`src/rtl/cpu_pkg.sv`:
```
// rtl/cpu_pkg.sv - shared opcode, FP op and issue-controller state definitions
//
// Purpose : Constants shared by the 16-bit pipelined processor and the
//           floating-point issue controller.
// Contents: opcode constants (ADDF, MULTF, STOP), FP op encodings that drive
//           the FPU op select, the issue-controller state enum, and a helper
//           that maps an opcode to its FP op encoding.

package cpu_pkg;

    localparam logic [3:0] OPC_ADDF  = 4'b1000;
    localparam logic [3:0] OPC_MULTF = 4'b1001;
    localparam logic [3:0] OPC_STOP  = 4'b0111;

    localparam logic FP_OP_ADD  = 1'b0;
    localparam logic FP_OP_MULT = 1'b1;

    typedef enum logic [2:0] {
        ST_IDLE  = 3'd0,
        ST_ISSUE = 3'd1,
        ST_WAIT  = 3'd2,
        ST_WB    = 3'd3,
        ST_HALT  = 3'd4
    } fp_state_e;

    // MULTF differs from ADDF only in opcode bit 0, which is the FP op select.
    function automatic logic fp_op_of(input logic [3:0] opc);
        return (opc == OPC_MULTF) ? FP_OP_MULT : FP_OP_ADD;
    endfunction

endpackage

```
`src/rtl/fp_issue_ctrl_if.sv`:
```
// rtl/fp_issue_ctrl_if.sv - start/ready/done handshake between issue controller and FPU
//
// Purpose : Groups the FPU handshake signals.
// Signals : fpu_start  controller -> FPU  start request
//           fpu_op     controller -> FPU  0 = add, 1 = multiply
//           fpu_ready  FPU -> controller  start accepted this cycle
//           fpu_done   FPU -> controller  result valid, one-cycle pulse
//           fpu_result FPU -> controller  DATA_WIDTH result
// Modports: master (issue controller), slave (FPU).

interface fp_issue_ctrl_if #(
    parameter int DATA_WIDTH = 16
);
    logic                  fpu_start;
    logic                  fpu_op;
    logic                  fpu_ready;
    logic                  fpu_done;
    logic [DATA_WIDTH-1:0] fpu_result;

    modport master (
        output fpu_start,
        output fpu_op,
        input  fpu_ready,
        input  fpu_done,
        input  fpu_result
    );

    modport slave (
        input  fpu_start,
        input  fpu_op,
        output fpu_ready,
        output fpu_done,
        output fpu_result
    );
endinterface

```
`src/rtl/fp_watchdog.sv`:
```
// rtl/fp_watchdog.sv - load/count/expire cycle counter for the FPU wait timeout
//
// Purpose : Counts enabled cycles after a load; expire_o is high during the
//           TIMEOUT-th enabled cycle since the load.
// Ports   : clk, rst (sync, active-high)
//           load_i   clear the count to zero
//           en_i     count this cycle
//           expire_o TIMEOUT enabled cycles reached (combinational)

module fp_watchdog #(
    parameter int TIMEOUT = 64,
    localparam int CNT_W  = (TIMEOUT > 1) ? $clog2(TIMEOUT) : 1
) (
    input  logic clk,
    input  logic rst,
    input  logic load_i,
    input  logic en_i,
    output logic expire_o
);

    logic [CNT_W-1:0] cnt_q;
    logic [CNT_W-1:0] cnt_d;

    assign expire_o = en_i && (cnt_q == CNT_W'(TIMEOUT - 1));

    always_comb begin
        cnt_d = cnt_q;
        if (load_i) begin
            cnt_d = '0;
        end else if (en_i && !expire_o) begin
            cnt_d = cnt_q + 1'b1;
        end
    end

    always_ff @(posedge clk) begin
        if (rst) begin
            cnt_q <= '0;
        end else begin
            cnt_q <= cnt_d;
        end
    end

endmodule

```
`src/rtl/fp_issue_ctrl.sv`:
```
// rtl/fp_issue_ctrl.sv - multi-cycle issue controller for the shared floating-point unit
//
// Purpose : Detects ADDF/MULTF in EX, freezes the pipeline, starts the FPU via
//           start/ready, waits for done, writes the result back through a
//           dedicated registered port and releases the pipeline. Also latches
//           a permanent halt on STOP.
// Config  : FP_TIMEOUT_EN - when defined, a watchdog bounds the WAIT state to
//           TIMEOUT cycles; on expiry fp_err_o is set (sticky) and the
//           controller halts without writeback. Undefined: WAIT is unbounded
//           and fp_err_o is tied 0.
// Ports   : clk, rst            sync active-high reset
//           ex_valid_i, ex_floating_i, ex_op_i, ex_stop_i, ex_rd_i  EX stage info
//           fpu                 FPU handshake (fp_issue_ctrl_if.master)
//           stall_o             freeze PC, IF/ID, ID/EX
//           wb_en_o/wb_rd_o/wb_data_o  registered FP writeback
//           halted_o            processor halted
//           fp_err_o            sticky FPU timeout error

module fp_issue_ctrl
    import cpu_pkg::*;
#(
    parameter int DATA_WIDTH = 16,
    parameter int RD_WIDTH   = 4,
    parameter int TIMEOUT    = 64
) (
    input  logic                  clk,
    input  logic                  rst,
    input  logic                  ex_valid_i,
    input  logic                  ex_floating_i,
    input  logic                  ex_op_i,
    input  logic                  ex_stop_i,
    input  logic [RD_WIDTH-1:0]   ex_rd_i,
    fp_issue_ctrl_if.master       fpu,
    output logic                  stall_o,
    output logic                  wb_en_o,
    output logic [RD_WIDTH-1:0]   wb_rd_o,
    output logic [DATA_WIDTH-1:0] wb_data_o,
    output logic                  halted_o,
    output logic                  fp_err_o
);

    fp_state_e             state_q, state_d;
    logic                  op_q, op_d;
    logic [RD_WIDTH-1:0]   rd_q, rd_d;
    logic                  wb_en_q, wb_en_d;
    logic [RD_WIDTH-1:0]   wb_rd_q, wb_rd_d;
    logic [DATA_WIDTH-1:0] wb_data_q, wb_data_d;
    logic                  start;
    logic                  stall;

`ifdef FP_TIMEOUT_EN
    logic err_q, err_d;
    logic wd_load;
    logic wd_en;
    logic wd_expire;

    fp_watchdog #(
        .TIMEOUT (TIMEOUT)
    ) u_watchdog (
        .clk      (clk),
        .rst      (rst),
        .load_i   (wd_load),
        .en_i     (wd_en),
        .expire_o (wd_expire)
    );
`endif

    always_comb begin
        state_d   = state_q;
        op_d      = op_q;
        rd_d      = rd_q;
        wb_en_d   = 1'b0;
        wb_rd_d   = wb_rd_q;
        wb_data_d = wb_data_q;
        start     = 1'b0;
        stall     = 1'b0;
`ifdef FP_TIMEOUT_EN
        err_d     = err_q;
        wd_load   = 1'b0;
        wd_en     = 1'b0;
`endif
        unique case (state_q)
            ST_IDLE: begin
                // The detecting cycle itself must be frozen, so stall here is
                // combinational on the EX inputs. STOP wins over Floating.
                if (ex_valid_i && ex_stop_i) begin
                    stall   = 1'b1;
                    state_d = ST_HALT;
                end else if (ex_valid_i && ex_floating_i) begin
                    stall   = 1'b1;
                    op_d    = ex_op_i;
                    rd_d    = ex_rd_i;
                    state_d = ST_ISSUE;
                end
            end
            ST_ISSUE: begin
                // fpu_done is deliberately not looked at here.
                start = 1'b1;
                stall = 1'b1;
                if (fpu.fpu_ready) begin
                    state_d = ST_WAIT;
`ifdef FP_TIMEOUT_EN
                    wd_load = 1'b1;
`endif
                end
            end
            ST_WAIT: begin
                stall = 1'b1;
`ifdef FP_TIMEOUT_EN
                wd_en = 1'b1;
`endif
                if (fpu.fpu_done) begin
                    wb_en_d   = 1'b1;
                    wb_rd_d   = rd_q;
                    wb_data_d = fpu.fpu_result;
                    state_d   = ST_WB;
                end
`ifdef FP_TIMEOUT_EN
                else if (wd_expire) begin
                    err_d   = 1'b1;
                    state_d = ST_HALT;
                end
`endif
            end
            ST_WB: begin
                // The FP instruction leaves EX on this edge; going straight to
                // IDLE means the next EX instruction is the first one examined.
                state_d = ST_IDLE;
            end
            ST_HALT: begin
                stall = 1'b1;
            end
            default: begin
                state_d = ST_IDLE;
            end
        endcase
    end

    always_ff @(posedge clk) begin
        if (rst) begin
            state_q   <= ST_IDLE;
            op_q      <= FP_OP_ADD;
            rd_q      <= '0;
            wb_en_q   <= 1'b0;
            wb_rd_q   <= '0;
            wb_data_q <= '0;
`ifdef FP_TIMEOUT_EN
            err_q     <= 1'b0;
`endif
        end else begin
            state_q   <= state_d;
            op_q      <= op_d;
            rd_q      <= rd_d;
            wb_en_q   <= wb_en_d;
            wb_rd_q   <= wb_rd_d;
            wb_data_q <= wb_data_d;
`ifdef FP_TIMEOUT_EN
            err_q     <= err_d;
`endif
        end
    end

    assign fpu.fpu_start = start;
    assign fpu.fpu_op    = op_q;
    assign stall_o       = stall;
    assign wb_en_o       = wb_en_q;
    assign wb_rd_o       = wb_rd_q;
    assign wb_data_o     = wb_data_q;
    assign halted_o      = (state_q == ST_HALT);
`ifdef FP_TIMEOUT_EN
    assign fp_err_o      = err_q;
`else
    assign fp_err_o      = 1'b0;
`endif

endmodule

```
`src/flat_wrapper.sv`:
```
// flat-port wrapper written by rule: the top's interface ports become plain ports
module fp_issue_ctrl_flat import cpu_pkg::*;
#(
    parameter int DATA_WIDTH = 16,
    parameter int RD_WIDTH   = 4,
    parameter int TIMEOUT    = 64
)
  (clk, rst, ex_valid_i, ex_floating_i, ex_op_i, ex_stop_i, ex_rd_i, stall_o, wb_en_o, wb_rd_o, wb_data_o, halted_o, fp_err_o, fpu_fpu_start, fpu_fpu_op, fpu_fpu_ready, fpu_fpu_done, fpu_fpu_result);
  fp_issue_ctrl_if #(.DATA_WIDTH(DATA_WIDTH)) fpu_i ();
  input  logic clk;
  input  logic rst;
  input  logic ex_valid_i;
  input  logic ex_floating_i;
  input  logic ex_op_i;
  input  logic ex_stop_i;
  input  logic [RD_WIDTH-1:0] ex_rd_i;
  output logic stall_o;
  output logic wb_en_o;
  output logic [RD_WIDTH-1:0] wb_rd_o;
  output logic [DATA_WIDTH-1:0] wb_data_o;
  output logic halted_o;
  output logic fp_err_o;
  output wire logic [$bits(fpu_i.fpu_start)-1:0] fpu_fpu_start;
  output wire logic [$bits(fpu_i.fpu_op)-1:0] fpu_fpu_op;
  input wire logic [$bits(fpu_i.fpu_ready)-1:0] fpu_fpu_ready;
  input wire logic [$bits(fpu_i.fpu_done)-1:0] fpu_fpu_done;
  input wire logic [$bits(fpu_i.fpu_result)-1:0] fpu_fpu_result;
  assign fpu_fpu_start = fpu_i.fpu_start;
  assign fpu_fpu_op = fpu_i.fpu_op;
  assign fpu_i.fpu_ready = fpu_fpu_ready;
  assign fpu_i.fpu_done = fpu_fpu_done;
  assign fpu_i.fpu_result = fpu_fpu_result;
  fp_issue_ctrl #(.DATA_WIDTH(DATA_WIDTH), .RD_WIDTH(RD_WIDTH), .TIMEOUT(TIMEOUT)) u_core (.clk(clk), .rst(rst), .ex_valid_i(ex_valid_i), .ex_floating_i(ex_floating_i), .ex_op_i(ex_op_i), .ex_stop_i(ex_stop_i), .ex_rd_i(ex_rd_i), .fpu(fpu_i), .stall_o(stall_o), .wb_en_o(wb_en_o), .wb_rd_o(wb_rd_o), .wb_data_o(wb_data_o), .halted_o(halted_o), .fp_err_o(fp_err_o));
endmodule
```
`config.mk`:
```
export PLATFORM = sky130hd
export DESIGN_NAME = fp_issue_ctrl_flat
export DESIGN_NICKNAME = d
export VERILOG_FILES = /design/src/rtl/cpu_pkg.sv /design/src/rtl/fp_issue_ctrl_if.sv /design/src/rtl/fp_watchdog.sv /design/src/rtl/fp_issue_ctrl.sv /design/src/flat_wrapper.sv
export SDC_FILE = /design/constraint.sdc
export NUM_CORES = 1
export LEC_CHECK = 0
export BUFFER_PORTS_ARGS = -buffer_cell sky130_fd_sc_hd__buf_2
export CAP_MARGIN = 10
export CORE_MARGIN = 3
export CORE_UTILIZATION = 35
export CTS_CLUSTER_DIAMETER = 80
export DETAILED_ROUTE_END_ITERATION = 6
export GPL_TIMING_DRIVEN = 0
export PLACE_DENSITY_LB_ADDON = 0.05
export RECOVER_POWER = 50
export SLEW_MARGIN = 10
export SYNTH_ARGS = -nofsm -noshare
export SYNTH_HDL_FRONTEND = slang
export SYNTH_SLANG_ARGS = --single-unit
```
`constraint.sdc`:
```
create_clock -name clk -period 2.1 [get_ports clk]
set_input_delay 0.42 -clock clk [delete_from_list [all_inputs] [get_ports clk]]
set_output_delay 0.42 -clock clk [all_outputs]
set_load 0.02 [all_outputs]
```
* Word-level counts from Yosys, hierarchy flattened *
Index checks and enable logic that the tools add are counted.

storage, ports and cells
  flip-flop bits (word level) = 29
  input port bits = 28
  output and inout port bits = 26
  word-level logic and storage cells = 33

cells by class
  equality and inequality tests = 6
  muxes and demuxes = 10
  bitwise operators = 3
  reduce and logical (&&, ||, !) cells = 8

operators with widths
  cell                                                                      count
  3-bit two-way mux                                                         4
  3-bit one-hot mux with 4 select lines                                     1
  1-bit two-way mux                                                         4
  2-bit inequality test (second input constant)                             2
  4-bit AND reduction                                                       1
  3-bit by 1-bit == test with 1-bit output (second input constant)          1
  3-bit by 2-bit == test with 1-bit output (second input constant)          1
  3-bit == test (second input constant)                                     1
  3-bit zero test                                                           1
  3-bit by 1-bit inequality test with 1-bit output (second input constant)  1
  1-bit inverter                                                            3
  3-bit AND reduction                                                       1
  3-bit OR reduction                                                        1
  1-bit logical AND                                                         2
  1-bit one-hot mux with 2 select lines                                     1
  2-bit AND reduction                                                       1
  2-bit OR reduction                                                        1

* Longest topological paths before layout *
Gate-level depths: netlist of the first run.

  word-level depth = 4
  mapped depth = 5
  depth with buffers taken out = 3

* Worst setup path before layout of the first run *
No wires, ideal clock.

  kind = reg2out
  from = reg u_core.state_q[1]
  to = out stall_o
  arrival time = 1.144 ns
  setup slack = 0.536 ns
  stages on the path, launching flop included = 4
  path buffers = 1
  cells stage by stage = dfxtp_1 buf_2 maj3_1 a21oi_1

on the way
  word-level cells in the longest chain between the ends = 3
  elaborated cells between the ends (all ways) = 6

ends and longest elaborated chain
  item                                       RTL line              source
  start: declaration                         fp_issue_ctrl.sv:42   fp_state_e state_q, state_d;
  start signal: assignment                   fp_issue_ctrl.sv:151  state_q <= state_d;
  3-bit == test (tied with other cells)      fp_issue_ctrl.sv:82   unique case (state_q)
  3-bit OR reduction (no source line)        --
  1-bit one-hot mux with 2 select lines (*)  fp_issue_ctrl.sv:82
  end: declaration                           flat_wrapper.sv:17    output logic stall_o;

Mark *: on every way between the ends. The rest lies on a longest branch, timed or not.

* Final worst setup path of the first run *
Ends and elaborated chain as after synthesis.

==> results.cfg, run 1 <==
[run_status]
status = completed

[placed_design]
io_buffers = 52
gp_congestion = 0.738
place_ws_ns = 0.572
post-dp-hpwl_um = 1930
dp.cells = 231
placed_area_um2 = 1470

[floorplanning]
io_pins = 54
start_util_pct = 37.3
die_area_um2 = 4030
rows = 20
coreArea_um2 = 3100
die_w_um = 63.5
die_h_um = 63.5

[cells_and_area]
final_cell_mix = 41 x buf_2, 40 x nand2_1, 29 x dfxtp_1
area_growth_pct = 28.4
n_fill_cell = 354
final_common_cell = buf_2
nets = 222
final_area_um2 = 1490
diodes = 0
final_layout_size_suffix_gt1_share_pct = 25.6
final_cell_count_no_fill = 239

[route]
antenna_left = 0
wl_per_cell_um = 10.9
drc = 0
via_per_inst = 4.57
drtIter0Drc = 50
routed_wl_um = 2610
firstDrtPassIters = 5
vias = 1092

[setup_path]
r2r_cells = 3
crit_arrival_ns = 1.46
crit_slowest_cell = maj3_1
endpoint_kind = output pin
worst_ep_required_time_ns = 1.68
path_cells = buf_2 -> maj3_1 -> a21oi_1 -> buf_2
critPathBufInv = 2
cpMostUsedCell = buf_2
crit_start = u_core.state_q[1]$_SDFFE_PP0P_
r2r_slack_ns = 0.51
crit_type = reg2out
cpPeakStageDelay_ns = 0.35
cp_top_family = buffers and inverters
r2r-start = u_core.state_q[1]$_SDFFE_PP0P_
reg2reg_to = u_core.fpu.fpu_op$_SDFFE_PP0P_
cp_max_fo = 10
crit_path_start_kind = register

[global_route]
grt_util_all_layers_pct = 13.8
grt_pass1_wl_um = 4370
grt-ovfl-total = 0
antenna_found_initial = 0
grt_max_degree = 11
grt_pass1_vias = 1017

[synth]
synthesis.area_um2 = 1160
yosysTopAreaCellShare_pct = 50.2
synth.net_count = 163
yosys_warnings = 0
synth_top_cells_by_area = dfxtp_1 50%, nand2_1 13%, a21oi_1 9.9%
synth-seq-cells = 29
async_flop_share_pct = 0
synth_cell_types = 22
synth-edff-count = 0
syn_area_per_cell_um2 = 8.57
synth_ff_type = dfxtp_1
ys_seq_area_share_pct = 50.2
yosys.area.top_type = dfxtp_1
syn_inst = 135

[pwr]
p_per_area_nw_per_um2 = 662
ir_drop_v = 0.000348
p_leak_uw = 0.000584

[min_path]
whs_endpoint = u_core.wb_data_o[1]$_SDFFE_PP0P_
min_path_cells = 3
min-delay-start = fpu_fpu_result[1]
min_path_type = in2reg

[clock_tree]
clk_pin_slew_ns = 0.09
cts_max_level = 2
cts-root-buf = clkbuf_4
cts.sinks = 29
hold_buffers = 0
post_cts_buffers = 0
cts_tree = yes
clk_latency_ns = 0.32
cts_made_buffers = 5
cts_resized = 0
cts_buffer_depth = 2

[sta]
fmax_mhz = 533
finalSetupViolations = 0
min_period_ns = 1.88
clock_skew_ns = 0.00691
slew_viol_final = 0
tightest_slew_ns = 0.898
slew-limit-headroom_pct = 39.7
fin_crit_sh_pct = 89.3
rsz0062_at_grt = false
hold_viol = 0
fin_tns_setup_ns = 0
setup_ws_ns = 0.225

[run]
cap_violations = 0
## cells in the mapped netlist (2+ instances only)
| cell type | count |
|---|---|
| nand2_1 | 40 |
| dfxtp_1 | 29 |
| a21oi_1 | 23 |
| nand2b_1 | 11 |
| buf_2 | 6 |
| mux2i_1 | 5 |
| buf_4 | 3 |
| clkbuf_1 | 2 |
| nand4bb_1 | 2 |
| nor3b_1 | 2 |
## worst register-to-register path: cells and delay by family (launching register included)
family | cells | cell delay [ns]
flops | 1 | 0.33
mux | 1 | 0.27
simple gates | 2 | 0.92
## layer usage
metal | up-vias | routed length [um] | GRT usage [%]
li1 | 562 | - | -
met5 | - | 0 | 0
met1 | 487 | 1170 | 16.0
met3 | 4 | 237 | 5.70
met2 | 39 | 1160 | 22.4
met4 | 0 | 40 | 5.66
## registers in the layout, summed over array words and instances (netlist names)
register / count
u_core.fpu.fpu_op: 1
u_core.rd_q: 4
u_core.state_q: 3
u_core.wb_data_o: 16
u_core.wb_en_o: 1
u_core.wb_rd_o: 4
## kinds of logic (layout without fill, tap and decap cells)
kind of cell,Yosys count,after routing,share of synthesized area [%]
other,1,1,0.324
and+or+nand+nor,61,61,26.6
AOI/OAI and AO/OA,27,27,12.5
muxes,5,5,4.32
DFF,29,29,50.2
adders and majority gates,1,1,0.865
buffers and inverters,11,71,5.19
## where the power goes
part           leakage [uW]  switching (uW)  internal (uW)  total [uW]
Clock             0.0000320             186            127         313
Sequential         0.000234            4.63            560         564
Combinational      0.000318            58.2           48.7         107
Total              0.000584             249            736         984
## cell type report
class | count | area, um^2 | share of cell area (%)
plain buffers | 11 | 55.1 | 3.70
clock buffers | 6 | 41.3 | 2.78
clock inverters | 2 | 10.0 | 0.673
multi-input cells | 95 | 504 | 33.9
flip-flops and latches | 29 | 581 | 39.1
well taps | 44 | 55.1 | 3.70
repair buffers | 52 | 240 | 16.2
## stage by stage
stage          total power, uW  hold WS (ns)  util [%]
3_5_place_dp               690         0.445      47.5
4_1_cts                   1000         0.313      49.1
2_1_floorplan              642         0.432         -
5_1_grt                   1040         0.306      47.9
3_3_place_gp               686         0.438      47.5
6_report                   984         0.327      47.9
## worst max path at each step
stage / endpoint / slack, ns / cells after the start
after floorplan: stall_o / 0.54 / 3
after global placement: stall_o / 0.58 / 4
after detailed placement: stall_o / 0.57 / 4
after CTS: stall_o / 0.21 / 4
after global routing: stall_o / 0.13 / 4
final: stall_o / 0.22 / 4
(Power assumes the default switching activity.)
==> run 2, diff against run 1 <==
--- a/config.mk
+++ b/config.mk
@@ -11,9 +11,8 @@
 export CORE_UTILIZATION = 35
 export CTS_CLUSTER_DIAMETER = 80
 export DETAILED_ROUTE_END_ITERATION = 6
-export GPL_TIMING_DRIVEN = 0
 export PLACE_DENSITY_LB_ADDON = 0.05
-export RECOVER_POWER = 50
+export RECOVER_POWER = 25
 export SLEW_MARGIN = 10
 export SYNTH_ARGS = -nofsm -noshare
 export SYNTH_HDL_FRONTEND = slang
==> run 2 against run 1 <==
Effect of this change:
- power decreased by 0.55%
- cell count down 4.2%
- flip-flop and latch count did not move
- worst setup slack improved by 0.043 ns
- worst hold slack got worse by 0.0020 ns
- routed wire length is 6.1% lower
- critical endpoint unchanged
- count of clock-buffer cells in the layout unchanged
==> results.cfg, run 2 (synthesis results as in run 1) <==
[run_status]
status = completed

[clock_tree]
cts.sinks = 29
cts_max_level = 2
cts_made_buffers = 5
clk_pin_slew_ns = 0.09
cts_tree = yes
clk_latency_ns = 0.32
cts_buffer_depth = 2
post_cts_buffers = 0
cts-root-buf = clkbuf_4
cts_resized = 0
hold_buffers = 0

[route]
drc = 0
antenna_left = 0
vias = 1044
drtIter0Drc = 47
wl_per_cell_um = 10.7
via_per_inst = 4.56
routed_wl_um = 2450
firstDrtPassIters = 4

[global_route]
antenna_found_initial = 0
grt_max_degree = 35
grt_util_all_layers_pct = 13.3
grt_pass1_wl_um = 4220
grt_pass1_vias = 905
grt-ovfl-total = 0

[floorplanning]
coreArea_um2 = 3100
rows = 20
die_w_um = 63.5
io_pins = 54
die_area_um2 = 4030
die_h_um = 63.5
start_util_pct = 37.3

[run]
cap_violations = 0

[sta]
slew_viol_final = 0
setup_ws_ns = 0.268
min_period_ns = 1.83
finalSetupViolations = 0
fin_tns_setup_ns = 0
clock_skew_ns = 0.00823
whs_ns = 0.325
slew-limit-headroom_pct = 41.4
fin_crit_sh_pct = 87.3
tightest_slew_ns = 0.878
fmax_mhz = 546
hold_viol = 0
rsz0062_at_grt = false

[placed_design]
io_buffers = 52
gp_congestion = 0.649
dp.cells = 221
place_ws_ns = 0.490
post-dp-hpwl_um = 1720

[cells_and_area]
final_cell_mix = 42 x buf_2, 40 x nand2_1, 29 x dfxtp_1
area_growth_pct = 25.7
final_layout_size_suffix_gt1_share_pct = 27.0
nets = 212
largest_reg_flops = 16
n_fill_cell = 362
final_cell_count_no_fill = 229
diodes = 0
final_common_cell = buf_2

[min_path]
min_path_cells = 3
min-delay-start = fpu_fpu_result[1]
whs_endpoint = u_core.wb_data_o[1]$_SDFFE_PP0P_
min_path_type = in2reg

[setup_path]
r2r_cells = 4
worst_ep_required_time_ns = 1.68
crit_type = reg2out
reg2reg_to = u_core.wb_rd_o[2]$_SDFFE_PP0P_
endpoint_kind = output pin
r2r-start = u_core.state_q[0]$_SDFFE_PP0P_
cp_max_fo = 10
crit_arrival_ns = 1.41
crit_path_start_kind = register
r2r_slack_ns = 0.33

[pwr]
p_per_area_nw_per_um2 = 673
power.total_uw = 979
ir_drop_v = 0.000271
p_leak_uw = 0.000575
run 2: how the worst max path moves through the flow:
stage                                             endpoint                      startpoint  cells past startpoint  slack [ns]
after CTS                                          stall_o  u_core.state_q[1]$_SDFFE_PP0P_                      3        0.23
after global routing        u_core.wb_rd_o[1]$_SDFFE_PP0P_  u_core.state_q[0]$_SDFFE_PP0P_                      4        0.14
after detailed placement  u_core.wb_data_o[3]$_SDFFE_PP0P_  u_core.state_q[1]$_SDFFE_PP0P_                      3        0.49
final                                              stall_o  u_core.state_q[2]$_SDFFE_PP0P_                      3        0.27
after global placement    u_core.wb_data_o[3]$_SDFFE_PP0P_  u_core.state_q[1]$_SDFFE_PP0P_                      3        0.54
after floorplan                                    stall_o  u_core.state_q[1]$_SDFFE_PP0P_                      3        0.54
run 2: final cells by class:
cell class / instances / area, um^2 / share of cell area, %
timing repair buffer: 53 / 251 / 17.3
clock inverter: 2 / 10.0 / 0.688
sequential: 29 / 581 / 39.9
multi-input combinational: 95 / 517 / 35.5
tap: 44 / 55.1 / 3.78
clock buffer: 6 / 41.3 / 2.84
run 2: stage by stage:
step / cell area (um^2) / utilization (%)
after floorplan: 1160 / -
after global placement: 1420 / 45.8
after detailed placement: 1420 / 45.8
after CTS: 1470 / 47.4
after global routing: 1460 / 46.9
final: 1460 / 46.9
run 2: report_power, final:
part	internal (uW)	total (uW)	leakage [uW]	switching, uW
sequential	560	573	0.000234	13.5
combinational	44.0	93.1	0.000308	49.1
clock	127	313	0.0000320	185
total	731	979	0.000575	248
run 2: routing by layer:
| layer | vias to the layer above | part of all wire [%] | track usage (%) | wire, um |
|---|---|---|---|---|
| met5 | - | 0 | 0 | 0 |
| met4 | 0 | 1.6 | 4.85 | 40 |
| met3 | 6 | 9.1 | 6.95 | 223 |
| met2 | 37 | 44 | 19.2 | 1070 |
| met1 | 456 | 46 | 16.9 | 1120 |
| li1 | 545 | - | - | - |
run 2: critical path, stage by stage (launching register included):
cell and delay, ns:
dfxtp_1 0.42, maj3_1 0.39, a21oi_1 0.11, buf_2 0.17
==> run 3, diff against run 2 <==
--- a/config.mk
+++ b/config.mk
@@ -11,6 +11,7 @@
 export CORE_UTILIZATION = 35
 export CTS_CLUSTER_DIAMETER = 80
 export DETAILED_ROUTE_END_ITERATION = 6
+export MAX_ROUTING_LAYER = met4
 export PLACE_DENSITY_LB_ADDON = 0.05
 export RECOVER_POWER = 25
 export SLEW_MARGIN = 10
==> run 3 against run 2 <==
Effect of this change:
- sequential share of layout area unchanged
- flip-flop and latch count unchanged
- power up 0.20%
- die area unchanged
- first-iteration DRC count up 2.1%
- global-route usage up 0.37 points
- cell count unchanged
- highest routed layer unchanged
==> results.cfg, run 3 (synthesis results as in run 1) <==
[run_status]
status = completed

[sta]
tightest_slew_ns = 0.876
min_period_ns = 1.83
whs_ns = 0.324
slew-limit-headroom_pct = 41.6
fmax_mhz = 545
setup_ws_ns = 0.265
finalSetupViolations = 0
fin_crit_sh_pct = 87.4
rsz0062_at_grt = false
slew_viol_final = 0
clock_skew_ns = 0.00845
fin_tns_setup_ns = 0
hold_viol = 0

[clock_tree]
clk_pin_slew_ns = 0.09
clk_latency_ns = 0.32
cts_buffer_depth = 2
cts_made_buffers = 5
post_cts_buffers = 0
cts_tree = yes
cts.sinks = 29
cts-root-buf = clkbuf_4
cts_resized = 0
hold_buffers = 0
cts_max_level = 2

[route]
drtIter0Drc = 48
wl_met3_um = 224
wl_met2_um = 1090
via_per_inst = 4.55
met1Wirelength_um = 1130
antenna_left = 0
firstDrtPassIters = 4
routed_wl_um = 2480
vias = 1043
drc = 0
wl_per_cell_um = 10.8
top_layer = met4

[cells_and_area]
nets = 212
area_growth_pct = 25.7
largest_reg_flops = 16
final_common_cell = buf_2
multiInputGateArea_um2 = 517
n_fill_cell = 362
finish.utilization_pct = 46.9
final_cell_mix = 42 x buf_2, 40 x nand2_1, 29 x dfxtp_1
diodes = 0
final_layout_size_suffix_gt1_share_pct = 27.0
regArea_um2 = 581

[min_path]
min_path_type = in2reg
min_path_cells = 3

[global_route]
grt_util_all_layers_pct = 13.7
grt_pass1_vias = 909
grt-ovfl-total = 0
grt_pass1_wl_um = 4230
antenna_found_initial = 0
grt_max_degree = 35

[run]
cap_violations = 0

[setup_path]
r2r_slack_ns = 0.33
endpoint = stall_o
crit_type = reg2out
reg2reg_to = u_core.wb_data_o[13]$_SDFFE_PP0P_
cp_max_fo = 10
crit_start = u_core.state_q[2]$_SDFFE_PP0P_
r2r-start = u_core.state_q[0]$_SDFFE_PP0P_
worst_ep_required_time_ns = 1.68
r2r_cells = 4
crit_arrival_ns = 1.41
crit_path_start_kind = register
endpoint_kind = output pin

[pwr]
p_per_area_nw_per_um2 = 674
ir_drop_v = 0.000272
p_leak_uw = 0.000575

[placed_design]
io_buffers = 52
gp_congestion = 0.655
place_ws_ns = 0.490
post-dp-hpwl_um = 1720

[floorplanning]
rows = 20
io_pins = 54
coreArea_um2 = 3100
die_w_um = 63.5
start_util_pct = 37.3
die_area_um2 = 4030
die_h_um = 63.5
==> run 3: where the power goes <==
part / switching [uW] / internal, uW
clock: 187 / 127
combinational: 49.3 / 44.0
sequential: 13.5 / 560
total: 250 / 731
==> run 3: stage by stage <==
| stage | std cells | instance area, um^2 | total power (uW) |
|---|---|---|---|
| 2_1_floorplan | 135 | 1160 | 642 |
| 3_3_place_gp | 221 | 1420 | 680 |
| 3_5_place_dp | 221 | 1420 | 681 |
| 4_1_cts | 229 | 1470 | 999 |
| 5_1_grt | 229 | 1460 | 1040 |
| 6_report | 229 | 1460 | 981 |
==> run 3: critical path, stage by stage (launching register included) <==
cell and delay [ns]:
dfxtp_1 0.42, maj3_1 0.39, a21oi_1 0.11, buf_2 0.17
==> run 3: how the worst min path moves through the flow <==
stage                                          start                          endpoint
floorplan                u_core.rd_q[0]$_SDFFE_PP0P_    u_core.wb_rd_o[0]$_SDFFE_PP0P_
global placement    u_core.wb_data_o[5]$_SDFFE_PP0P_  u_core.wb_data_o[5]$_SDFFE_PP0P_
detailed placement  u_core.wb_data_o[1]$_SDFFE_PP0P_  u_core.wb_data_o[1]$_SDFFE_PP0P_
CTS                                fpu_fpu_result[1]  u_core.wb_data_o[1]$_SDFFE_PP0P_
global route                       fpu_fpu_result[6]  u_core.wb_data_o[6]$_SDFFE_PP0P_
finish                             fpu_fpu_result[1]  u_core.wb_data_o[1]$_SDFFE_PP0P_
==> run 3: layer usage <==
metal | global-route usage [%] | up-vias
li1 | - | 543
met1 | 16.9 | 458
met2 | 19.2 | 37
met3 | 6.95 | 5
met4 | 4.85 | 0
met5 | - | -
==> run 3: layout make-up <==
| type | count | area share [%] |
|---|---|---|
| Clock inverter | 2 | 0.688 |
| Sequential cell | 29 | 39.9 |
| Clock buffer | 6 | 2.84 |
| Timing Repair Buffer | 53 | 17.3 |
| Multi-Input combinational cell | 95 | 35.5 |
| Tap cell | 44 | 3.78 |
